**src/rtl/fifo_stream_pkg.sv**
```systemverilog
// Shared types and constants for the FIFO drain stage and its skid buffer.
package fifo_stream_pkg;

  localparam int BUF_DEPTH           = 2;
  localparam int DEFAULT_DATA_WIDTH  = 32;
  localparam int DEFAULT_COUNT_WIDTH = 16;

  typedef logic [1:0] occ_t;

  // Words already owed to the buffer (held + in flight), net of this cycle's pop.
  function automatic logic has_room(occ_t occ, logic rd_pend, logic pop);
    logic [2:0] committed;
    committed = {1'b0, occ} + {2'b00, rd_pend} - {2'b00, pop};
    return committed < 3'(BUF_DEPTH);
  endfunction

endpackage

```
**src/rtl/fifo_stream_reader_if.sv**
```systemverilog
// FIFO read port (re/empty/data_out) and valid/ready stream bundles.
interface fifo_rd_if import fifo_stream_pkg::*; #(
  parameter int DATA_WIDTH = DEFAULT_DATA_WIDTH
) ();
  logic                  re;
  logic                  empty;
  logic [DATA_WIDTH-1:0] data;

  modport master (output re, input empty, input data);
  modport slave  (input re, output empty, output data);
endinterface

interface stream_if import fifo_stream_pkg::*; #(
  parameter int DATA_WIDTH = DEFAULT_DATA_WIDTH
) ();
  logic                  valid;
  logic                  ready;
  logic [DATA_WIDTH-1:0] data;

  modport master (output valid, output data, input ready);
  modport slave  (input valid, input data, output ready);
endinterface

```
**src/rtl/fifo_rd_skid.sv**
```systemverilog
// Two-entry in-order buffer; head is registered and shown directly on head_data.
// push and pop may coincide; the caller never pushes into a full buffer.
module fifo_rd_skid import fifo_stream_pkg::*; #(
  parameter int DATA_WIDTH = DEFAULT_DATA_WIDTH
) (
  input  logic                  clk,
  input  logic                  reset_n,
  input  logic                  clear,
  input  logic                  push,
  input  logic [DATA_WIDTH-1:0] push_data,
  input  logic                  pop,
  output logic [DATA_WIDTH-1:0] head_data,
  output occ_t                  occ
);

  logic [DATA_WIDTH-1:0] ent0;
  logic [DATA_WIDTH-1:0] ent1;
  occ_t                  occ_q;

  always_ff @(posedge clk or negedge reset_n) begin
    if (!reset_n) begin
      occ_q <= '0;
      ent0  <= '0;
      ent1  <= '0;
    end else begin
      if (clear) begin
        occ_q <= '0;
      end else begin
        occ_q <= occ_q + occ_t'(push) - occ_t'(pop);
      end

      if (pop) begin
        // With one entry held, a simultaneous push lands straight in the head.
        ent0 <= (push && occ_q == 2'd1) ? push_data : ent1;
        if (push && occ_q == 2'd2) begin
          ent1 <= push_data;
        end
      end else if (push) begin
        if (occ_q == 2'd0) begin
          ent0 <= push_data;
        end else begin
          ent1 <= push_data;
        end
      end
    end
  end

  assign head_data = ent0;
  assign occ       = occ_q;

endmodule

```
**src/rtl/fifo_stream_reader.sv**
```systemverilog
// Drains a FIFO with one-cycle read latency onto a valid/ready stream, 1 word/cycle.
// First word appears two cycles after re; re stalls once held + in-flight words reach two.
module fifo_stream_reader import fifo_stream_pkg::*; #(
  parameter int DATA_WIDTH  = DEFAULT_DATA_WIDTH,
  parameter int COUNT_WIDTH = DEFAULT_COUNT_WIDTH
) (
  input  logic                   clk,
  input  logic                   reset_n,
  fifo_rd_if.master              fifo,
  input  logic                   flush,
  stream_if.master               m,
  output logic [COUNT_WIDTH-1:0] word_count
);

  occ_t                   occ;
  logic                   rd_pend;
  logic                   pop;
  logic                   push;
  logic [COUNT_WIDTH-1:0] count_q;

  assign m.valid = (occ != '0);
  assign pop     = m.valid & m.ready;

  // Gated by reset_n so no word is popped from the FIFO while we cannot hold it.
  assign fifo.re = reset_n & ~fifo.empty & ~flush & has_room(occ, rd_pend, pop);

  // Data returning in a flush cycle belongs to the discarded stream.
  assign push = rd_pend & ~flush;

  fifo_rd_skid #(
    .DATA_WIDTH (DATA_WIDTH)
  ) u_skid (
    .clk       (clk),
    .reset_n   (reset_n),
    .clear     (flush),
    .push      (push),
    .push_data (fifo.data),
    .pop       (pop),
    .head_data (m.data),
    .occ       (occ)
  );

  always_ff @(posedge clk or negedge reset_n) begin
    if (!reset_n) begin
      rd_pend <= 1'b0;
      count_q <= '0;
    end else begin
      rd_pend <= fifo.re;
      count_q <= count_q + COUNT_WIDTH'(pop);
    end
  end

  assign word_count = count_q;

endmodule

```
**src/flat_wrapper.sv**
```systemverilog
// flat-port wrapper written by rule: the top's interface ports become plain ports
module fifo_stream_reader_flat import fifo_stream_pkg::*;
#(
  parameter int DATA_WIDTH  = DEFAULT_DATA_WIDTH,
  parameter int COUNT_WIDTH = DEFAULT_COUNT_WIDTH
)
  (clk, reset_n, flush, word_count, fifo_re, fifo_empty, fifo_data, m_valid, m_data, m_ready);
  fifo_rd_if #(.DATA_WIDTH(DATA_WIDTH)) fifo_i ();
  stream_if #(.DATA_WIDTH(DATA_WIDTH)) m_i ();
  input  logic clk;
  input  logic reset_n;
  input  logic flush;
  output logic [COUNT_WIDTH-1:0] word_count;
  output wire logic [$bits(fifo_i.re)-1:0] fifo_re;
  input wire logic [$bits(fifo_i.empty)-1:0] fifo_empty;
  input wire logic [$bits(fifo_i.data)-1:0] fifo_data;
  output wire logic [$bits(m_i.valid)-1:0] m_valid;
  output wire logic [$bits(m_i.data)-1:0] m_data;
  input wire logic [$bits(m_i.ready)-1:0] m_ready;
  assign fifo_re = fifo_i.re;
  assign fifo_i.empty = fifo_empty;
  assign fifo_i.data = fifo_data;
  assign m_valid = m_i.valid;
  assign m_data = m_i.data;
  assign m_i.ready = m_ready;
  fifo_stream_reader #(.DATA_WIDTH(DATA_WIDTH), .COUNT_WIDTH(COUNT_WIDTH)) u_core (.clk(clk), .reset_n(reset_n), .fifo(fifo_i), .flush(flush), .m(m_i), .word_count(word_count));
endmodule
```
**config.mk**
```make
export PLATFORM = sky130hd
export DESIGN_NAME = fifo_stream_reader_flat
export DESIGN_NICKNAME = d
export VERILOG_FILES = /design/src/rtl/fifo_stream_pkg.sv /design/src/rtl/fifo_stream_reader_if.sv /design/src/rtl/fifo_rd_skid.sv /design/src/rtl/fifo_stream_reader.sv /design/src/flat_wrapper.sv
export SDC_FILE = /design/constraint.sdc
export NUM_CORES = 1
export LEC_CHECK = 0
export ABC_AREA = 1
export BUFFER_PORTS_ARGS = -buffer_cell sky130_fd_sc_hd__buf_2
export CORE_MARGIN = 2
export CORE_UTILIZATION = 40
export CTS_CLUSTER_SIZE = 12
export DETAILED_ROUTE_END_ITERATION = 12
export RECOVER_POWER = 25
export SETUP_SLACK_MARGIN = 0.3
export SLEW_MARGIN = 30
export SYNTH_ARGS = -nofsm -noshare
export SYNTH_HDL_FRONTEND = slang
export SYNTH_HIERARCHICAL = 1
export SYNTH_SLANG_ARGS = --single-unit
```
**constraint.sdc**
```tcl
create_clock -name clk -period 3 [get_ports clk]
set_input_delay 0.6 -clock clk [delete_from_list [all_inputs] [get_ports clk]]
set_output_delay 0.6 -clock clk [all_outputs]
set_load 0.05 [all_outputs]
```
==> results.py, run 1 <==
metrics = {
    "clock_tree": {
        "root_buffer": "clkbuf_8",
        "path_clk_slew_ns": 0.08,
        "clock_latency_ns": 0.35,
        "holdBufCountCts": 0,
        "cts_max_path_buffers": 2,
        "clock-sinks": 83,
        "cts_buffers": 9,
        "ctsHtreeMaxLevel": 3,
        "tritoncts": "done",
    },
    "floorplan": {
        "die_area_um2": 11400,
        "std_cell_rows": 37,
        "core_area_um2": 10300,
        "start_util_pct": 41.2,
        "die_h_um": 107,
        "die_x_um": 107,
        "io_pins": 87,
    },
    "synthesis": {
        "synthFlopType": "dfrtp_1",
        "syn_area_per_cell_um2": 7.82,
        "yosysWarnings": 6,
        "yosysUniqueCellTypes": 25,
        "synth_edf_count": 0,
        "syn-num-nets": 585,
        "synth.yosys.seq_area_share_pct": 49.1,
        "synth-seq-cells": 83,
        "synthArstFlopShare_pct": 100,
        "synth_cells": 541,
        "syn-cell-area_um2": 4230,
    },
    "sta": {
        "period_minus_slack_ns": 2.77,
        "finalHoldViolCount": 0,
        "worst_clock_skew_ns": 0.0108,
        "fin_ws_ns": 0.227,
        "grt_setup_unrepaired": "true",
        "worstMarginPinSlew_ns": 1.16,
        "slew_viol_final": 0,
        "fin_crit_sh_pct": 92.4,
        "hold_ws_ns": 0.432,
        "finalSetupViolations": 0,
        "finalSetupTns_ns": 0,
        "timing.fmax_mhz": 361,
        "slew_headroom_pct": 22.8,
    },
    "final_layout": {
        "finalNetCount": 670,
        "layout_commonest_cell": "nand2_1",
        "diodes": 0,
        "area_delta_synth_final_pct": 19.5,
        "layout_common_cells": "nand2_1, buf_2, dfrtp_1, inv_1, nand3_1",
        "drive_gt1_share_pct": 23.8,
    },
    "placement": {
        "io_buffer_count": 86,
        "dp_slack_ns": 0.207,
        "place.gp.congestion": 0.797,
        "hpwl_mm": 6.72,
    },
    "critical_path": {
        "r2r_start": "u_core/u_skid/occ[1]",
        "cp_cell_sequence": "o21a_2 -> ha_4 -> inv_2 -> nand2_2 -> fa_1 -> nand3_2 -> nor2_4 -> buf_6",
        "slowest_delay_ns": 0.50,
        "worstPathArrival_ns": 2.17,
        "cp_max_fo": 2,
        "start_kind": "flip-flop",
        "r2r_cells": 9,
        "crit_required_ns": 2.40,
        "r2r_setup_slack_ns": 0.38,
        "endpoint_kind": "output pin",
        "r2r_end": "u_core/u_skid/head_data[8]",
        "cp_slowest_cell": "fa_1",
        "crit_type": "flip-flop to output pin",
    },
    "power": {
        "p_comb_share_pct": 51.2,
        "power_leakage_nw": 2.85,
        "peakVddDrop_uv": 442,
        "pwr-share-seq_pct": 33.0,
        "p_clk_share_pct": 15.9,
        "p_sw_mw": 2.72,
        "switching_share_pct": 49.4,
        "pwr_density_cell_nw_per_um2": 1090,
        "p_int_mw": 2.79,
    },
    "global_routing": {
        "antenna_found_initial": 0,
        "grt_use_total_pct": 19.0,
        "grt_pass1_wl_mm": 17.2,
        "grt-ovfl-total": 0,
        "grt_max_degree": 47,
        "grt_pass1_vias": 3560,
    },
    "route": {
        "dr_total_vias": 3684,
        "drc": 0,
        "drtIter0Drc": 199,
        "viasPerCell": 4.80,
        "wl_per_cell_um": 13.3,
        "ant_nets": 0,
        "drtPass1Iterations": 4,
        "routed_wl_mm": 10.2,
    },
    "worst_hold_path": {
        "hold_path.class": "input port to async pin",
    },
    "job": {
        "drv_cap": 0,
    },
    "outcome": {
        "status": "completed",
    },
}
logic make-up after synthesis:
family	share of synthesized area [%]
AND/OR/NAND/NOR	35.2
buffers and inverters	10.7
flip-flops	49.1
XOR/XNOR	2.07
adder cells (fa/ha/maj)	2.25
AO/OA/AOI/OAI	0.739
state kept, by name (all words and copies together), names as in the netlist:
name                     cells
u_core/u_skid/ent1          32
u_core/u_skid/occ            2
u_core/u_skid/head_data     32
u_core/rd_pend               1
u_core/word_count           16
final cells by class:
cell class / count / area [µm²]
fillers: 1060 / 5220
flip-flops and latches: 83 / 2080
multi-input cells: 347 / 1730
repair buffers: 102 / 551
inverters: 83 / 312
well taps: 136 / 170
clock buffers: 9 / 124
clock inverters: 7 / 92.6
per-layer routing:
metal	global-route usage, %	wire [µm]	share of wire (%)	vias up
li1	-	-	-	1850
met2	31.7	5020	49	86
met4	6.49	131	1.3	0
met3	3.10	505	4.9	10
met5	0	0	0	-
met1	25.3	4550	45	1738
power groups by stage:
stage               logic [mW]  clock network [mW]  registers (mW)
global route              3.12               0.950            1.87
CTS                       2.83               0.902            1.82
detailed placement        2.78                   0            1.84
floorplan                 1.34                   0            2.62
global placement          2.75                   0            1.82
finish                    2.82               0.874            1.81
worst max-delay path: cells and delay by family, from the launching register on:
family / cells / cell delay, ns
adders and majority gates: 2 / 0.71
DFF: 1 / 0.38
and+or+nand+nor: 3 / 0.28
AOI/OAI and AO/OA: 1 / 0.24
buffers and inverters: 2 / 0.20
repair_timing:
item,4_1_cts,5_1_grt
pin swaps,4,4
endpoints found under the hold margin,0,0
resized for setup,6,0
buffers inserted,2,2
endpoints found under the setup margin,1,1
stage by stage:
stage	cell area (µm²)	instances	total power, mW	utilization (%)
finish	5060	767	5.51	49.2
global route	5060	767	5.94	49.2
CTS	5050	765	5.55	49.1
detailed placement	4790	747	4.62	46.6
global placement	4790	747	4.57	46.6
floorplan	4240	541	3.96	-
worst max-delay path by stage:
stage                     slack (ns)  cells past startpoint                 start       to
after floorplan                 0.42                      7               m_ready  fifo_re
after global placement          0.23                      9               m_ready  fifo_re
after detailed placement        0.21                      9               m_ready  fifo_re
after CTS                       0.22                      8  u_core/u_skid/occ[0]  fifo_re
after global routing            0.13                      8  u_core/u_skid/occ[1]  fifo_re
final                           0.23                      8  u_core/u_skid/occ[1]  fifo_re
synthesized netlist by cell type (5+ instances only):
cell,number,area share [%]
nand2_2,5,0.74
xnor2_1,5,1.0
nand4_1,35,5.2
nor2_2,8,1.2
nand2_1,189,17
clkbuf_1,5,0.44
buf_2,20,2.4
xor2_1,5,1.0
ha_1,6,1.8
dfrtp_1,83,49
nand3_1,69,8.2
nor2_1,9,0.80
inv_1,78,6.9
(Power assumes the default switching activity.)
==> inputs of run 2 (changes only) <==
CORE_UTILIZATION = 55   (was 40)
PLACE_DENSITY = 0.8   (was unset)
==> results.py, run 2 (synthesis results as in run 1) <==
metrics = {
    "outcome": {
        "status": "finished with violations",
        "violations": "max-capacitance violations, max-slew violations",
    },
    "clock_tree": {
        "tritoncts": "done",
        "postCtsSetupRepairBufs": 0,
        "root_buffer": "clkbuf_8",
        "holdBufCountCts": 0,
        "clock_latency_ns": 0.35,
        "ctsHtreeMaxLevel": 3,
        "path_clk_slew_ns": 0.09,
        "cts_max_path_buffers": 2,
        "clock-sinks": 83,
        "cts_buffers": 9,
    },
    "final_layout": {
        "layout_commonest_cell": "nand2_1",
        "drive_gt1_share_pct": 22.4,
        "area_delta_synth_final_pct": 17.3,
        "finalNetCount": 665,
        "instances_no_fill": 725,
        "diodes": 0,
        "layout_common_cells": "nand2_1, buf_2, dfrtp_1, inv_1, nand3_1",
    },
    "critical_path": {
        "endpoint_kind": "output pin",
        "crit_required_ns": 2.40,
        "slowest_delay_ns": 0.51,
        "cp_cell_sequence": "o21a_1 -> ha_1 -> inv_1 -> nand2_1 -> fa_1 -> nand3_2 -> nor2_4 -> buf_8",
        "crit_buf_inv": 2,
        "worstPathArrival_ns": 2.23,
        "cp_max_fo": 2,
        "cp_slowest_cell": "fa_1",
        "crit_type": "flip-flop to output pin",
        "critical_path.top_delay_family": "adder cells",
        "start_kind": "flip-flop",
    },
    "global_routing": {
        "grt-ovfl-total": 0,
        "grt_pass1_wl_mm": 16.6,
        "grt_max_degree": 84,
        "grt_use_total_pct": 24.6,
        "antenna_found_initial": 0,
        "grt_pass1_vias": 3641,
    },
    "sta": {
        "worstMarginPinSlew_ns": 2.02,
        "finalSetupTns_ns": 0,
        "slew_viol_final": 84,
        "fin_crit_sh_pct": 94.3,
        "finalSetupViolations": 0,
        "finalHoldViolCount": 0,
        "grt_setup_unrepaired": "true",
        "slew_headroom_pct": -35.0,
        "timing.fmax_mhz": 354,
        "fin_ws_ns": 0.172,
        "period_minus_slack_ns": 2.83,
        "worst_clock_skew_ns": 0.0119,
    },
    "power": {
        "peakVddDrop_uv": 505,
        "power_leakage_nw": 2.83,
        "pwr_density_cell_nw_per_um2": 1100,
    },
    "floorplan": {
        "die_h_um": 91.7,
        "die_area_um2": 8410,
        "die_x_um": 91.7,
        "std_cell_rows": 31,
        "io_pins": 87,
        "start_util_pct": 57.4,
        "core_area_um2": 7370,
    },
    "route": {
        "ant_nets": 0,
        "drc": 0,
        "drtPass1Iterations": 5,
        "routed_wl_mm": 9.73,
        "wl_per_cell_um": 13.4,
        "drtIter0Drc": 204,
        "viasPerCell": 5.17,
        "dr_total_vias": 3746,
    },
    "job": {
        "drv_cap": 1,
    },
    "placement": {
        "dp_slack_ns": 0.211,
        "placed_cells": 709,
        "io_buffer_count": 86,
        "hpwl_mm": 6.19,
        "place.gp.congestion": 0.774,
    },
    "worst_hold_path": {
        "hold_path.class": "input port to flip-flop",
    },
}
run 2: where the power goes:
part	switching, mW	internal [mW]	leakage, nW
Sequential	0.242	1.58	1.07
Combinational	2.06	0.710	1.65
Clock	0.405	0.471	0.106
Total	2.71	2.76	2.83
run 2: worst paths after layout:
path / startpoint / to / slack [ns] / depth (start not counted)
setup / recovery: u_core/u_skid/occ[1] / fifo_re / 0.17 / 8
hold / removal: flush / u_core/u_skid/occ[0] / 0.43 / 2
setup reg to reg: u_core/u_skid/occ[1] / u_core/u_skid/head_data[3] / 0.80 / 8
hold reg to reg: u_core/u_skid/ent1[24] / u_core/u_skid/ent1[24] / 0.48 / 2
max in group asynchronous: reset_n / u_core/u_skid/head_data[14] / 0.75 / 2
min in group asynchronous: reset_n / u_core/word_count[5] / 1.05 / 2
run 2: area by class of cell:
| type | instances | area [µm²] |
|---|---|---|
| Sequential cell | 83 | 2080 |
| Fill cell | 619 | 2400 |
| Clock buffer | 10 | 128 |
| Timing Repair Buffer | 97 | 519 |
| Tap cell | 99 | 124 |
| Clock inverter | 6 | 90.1 |
| Multi-Input combinational cell | 347 | 1720 |
| Inverter | 83 | 312 |
run 2: repair_timing:
item / 4_1_cts / 5_1_grt
endpoints found under the hold margin: 0 / 0
pin swaps: 1 / 0
endpoints found under the setup margin: 1 / 1
gates resized for setup: 3 / 1
run 2: routing by layer:
metal | GRT usage [%] | wire length, µm | part of all wire, %
met5 | 0 | 0 | 0
met4 | 9.45 | 134 | 1.4
met3 | 4.19 | 611 | 6.3
met1 | 31.6 | 4100 | 42
met2 | 41.9 | 4880 | 50
run 2: stage by stage:
stage / hold WS, ns / utilization (%) / power (mW) / cell area [µm²]
finish: 0.435 / 67.4 / 5.47 / 4960
global route: 0.430 / 67.4 / 5.87 / 4960
CTS: 0.422 / 67.5 / 5.50 / 4970
detailed placement: 0.459 / 64.3 / 4.60 / 4740
global placement: 0.453 / 64.3 / 4.51 / 4740
floorplan: 0.304 / - / 3.96 / 4240
==> inputs of run 3 (changes only) <==
CORE_UTILIZATION = 54   (was 55)
PLACE_DENSITY = 0.79   (was 0.8)
SYNTH_HIERARCHICAL = unset   (was 1)
==> results.py, run 3 <==
metrics = {
    "outcome": {
        "status": "completed",
    },
    "critical_path": {
        "start_kind": "flip-flop",
        "cp_slowest_cell": "fa_1",
        "r2r_cells": 7,
        "r2r_start": "u_core.u_skid.occ[0]",
        "slowest_delay_ns": 0.53,
        "r2r_setup_slack_ns": 1.05,
        "endpoint_kind": "output pin",
        "crit_required_ns": 2.40,
        "worstPathArrival_ns": 2.15,
        "r2r_end": "u_core.u_skid.head_data[0]",
        "cp_max_fo": 3,
        "crit_type": "flip-flop to output pin",
        "cp_cell_sequence": "nor2_1 -> nor2_4 -> nor2_1 -> o21ai_1 -> fa_1 -> nand3_2 -> nor2_4 -> buf_8",
    },
    "placement": {
        "dp_slack_ns": 0.0877,
        "place.gp.congestion": 0.866,
        "io_buffer_count": 86,
        "placed_cells": 669,
        "hpwl_mm": 5.64,
    },
    "route": {
        "ant_nets": 0,
        "dr_total_vias": 3364,
        "drtPass1Iterations": 4,
        "viasPerCell": 4.88,
        "drc": 0,
        "wl_per_cell_um": 12.3,
        "drtIter0Drc": 262,
        "routed_wl_mm": 8.46,
    },
    "final_layout": {
        "layout_common_cells": "nand2_1, buf_2, dfrtp_1, inv_1, nand3_1",
        "drive_gt1_share_pct": 20.7,
        "instances_no_fill": 689,
        "area_delta_synth_final_pct": 17.4,
        "layout_commonest_cell": "nand2_1",
        "diodes": 0,
        "finalNetCount": 627,
    },
    "clock_tree": {
        "cts_max_path_buffers": 2,
        "root_buffer": "clkbuf_8",
        "holdBufCountCts": 0,
        "tritoncts": "done",
        "clock-sinks": 83,
        "cts_buffers": 9,
        "ctsHtreeMaxLevel": 3,
        "path_clk_slew_ns": 0.08,
        "clock_latency_ns": 0.35,
    },
    "power": {
        "pwr_density_cell_nw_per_um2": 1070,
        "p_sw_mw": 2.44,
        "p_int_mw": 2.57,
        "power_leakage_nw": 2.59,
        "switching_share_pct": 48.7,
        "peakVddDrop_uv": 797,
        "p_clk_share_pct": 15.6,
        "p_comb_share_pct": 49.1,
        "total_power_mw": 5.01,
        "pwr-share-seq_pct": 35.3,
    },
    "synthesis": {
        "syn-cell-area_um2": 3990,
        "yosysTopAreaCell": "dfrtp_1",
        "synthFlopType": "dfrtp_1",
        "synth.most_common_cell": "nand2_1",
        "synth_area_leaders": "dfrtp_1, nand2_1, nand3_1",
        "synth-seq-cells": 83,
        "synth_top_cell_area_share_pct": 52.1,
        "synthArstFlopShare_pct": 100,
        "syn-num-nets": 543,
        "synth_edf_count": 0,
        "synth.yosys.seq_area_share_pct": 52.1,
        "yosysUniqueCellTypes": 23,
        "syn_area_per_cell_um2": 7.96,
        "synth_cells": 501,
        "synth_common_cells": "nand2_1, dfrtp_1, inv_1",
        "yosysWarnings": 0,
    },
    "sta": {
        "period_minus_slack_ns": 2.75,
        "finalSetupTns_ns": 0,
        "fin_ws_ns": 0.247,
        "fin_crit_sh_pct": 91.8,
        "grt_setup_unrepaired": "true",
        "worstMarginPinSlew_ns": 0.990,
        "timing.fmax_mhz": 363,
        "slew_viol_final": 0,
        "slew_headroom_pct": 34.0,
        "finalSetupViolations": 0,
        "worst_clock_skew_ns": 0.0119,
        "finalHoldViolCount": 0,
    },
    "floorplan": {
        "die_x_um": 90.0,
        "die_h_um": 90.0,
        "core_area_um2": 7210,
        "io_pins": 87,
        "std_cell_rows": 31,
        "die_area_um2": 8090,
        "start_util_pct": 55.3,
    },
    "global_routing": {
        "grt-ovfl-total": 0,
        "grt_pass1_vias": 3390,
        "grt_pass1_wl_mm": 15.1,
        "grt_max_degree": 65,
        "antenna_found_initial": 0,
        "grt_use_total_pct": 22.7,
    },
    "job": {
        "drv_cap": 0,
    },
    "worst_hold_path": {
        "holdPathEnd": "u_core.u_skid.occ[0]",
        "hold_path.class": "input port to flip-flop",
        "hp-start": "flush",
        "worstHoldPathCells": 2,
    },
}
[run 3: cell types whose count changed in the layout (fill, tap and decap cells not counted), sizes merged]
cell	delta
nand4	-32
o21ai	+31
nand2	-29
buf	-4
nor2	+3
clkinv	-2
clkinvlp	+2
ha	-2
bufinv	-1
clkbuf	+1
nand3	-1
o21a	-1
or2	-1
[run 3: worst max path at each step]
stage | start | endpoint | slack [ns] | depth (start not counted)
floorplan | m_ready | fifo_re | 0.36 | 8
global placement | m_ready | fifo_re | 0.12 | 10
detailed placement | m_ready | fifo_re | 0.09 | 10
CTS | u_core.u_skid.occ[0] | fifo_re | 0.32 | 9
global route | u_core.u_skid.occ[0] | fifo_re | 0.11 | 9
finish | u_core.u_skid.occ[0] | fifo_re | 0.25 | 8
[run 3: worst max-delay path: cells and delay by family (launching register included)]
kind	cells	cell delay, ns
compound gates	1	0.09
fa+ha+maj	1	0.53
buf+inv	1	0.15
flops	1	0.42
simple gates	5	0.63
[run 3: kinds of logic after synthesis]
family                     Yosys count  share of synthesized area [%]
and+or+nand+nor                    265                           28.5
adders and majority gates            5                           1.76
buffers and inverters              103                           11.1
xor gates and xnor gates            10                           2.19
AOI/OAI and AO/OA                   35                           4.39
DFF                                 83                           52.1
[run 3: layout make-up]
cell class | instances | area [µm²]
inverters | 82 | 308
clock buffers | 10 | 128
clock inverters | 6 | 66.3
flip-flops and latches | 83 | 2080
well taps | 99 | 124
repair buffers | 94 | 497
multi-input cells | 315 | 1480
fillers | 663 | 2530
[run 3: routing by layer]
layer | vias to the layer above | part of all wire [%] | track usage (%)
li1 | 1709 | - | -
met4 | 0 | 1.0 | 8.21
met2 | 92 | 48 | 37.1
met1 | 1553 | 46 | 30.9
met5 | - | 0 | 0
met3 | 10 | 5.1 | 3.86
[run 3: what timing repair did]
item	4_1_cts	5_1_grt
resized for setup	8	1
setup buffers	4	0
pin swaps	4	0
setup endpoints to repair	1	1
[run 3: power groups by stage]
stage | Sequential, mW | Clock [mW] | Combinational [mW]
2_1_floorplan | 2.57 | 0 | 1.14
3_3_place_gp | 1.78 | 0 | 2.34
3_5_place_dp | 1.80 | 0 | 2.39
4_1_cts | 1.78 | 0.807 | 2.48
5_1_grt | 1.82 | 0.852 | 2.72
6_report | 1.77 | 0.783 | 2.46
[run 3: through the flow]
| step | utilization [%] | hold WS, ns | cell area, µm² |
|---|---|---|---|
| 6_report | 64.9 | 0.419 | 4680 |
| 2_1_floorplan | - | 0.304 | 4000 |
| 3_3_place_gp | 61.7 | 0.458 | 4450 |
| 3_5_place_dp | 61.7 | 0.465 | 4450 |
| 5_1_grt | 64.9 | 0.421 | 4680 |
| 4_1_cts | 65.1 | 0.372 | 4690 |
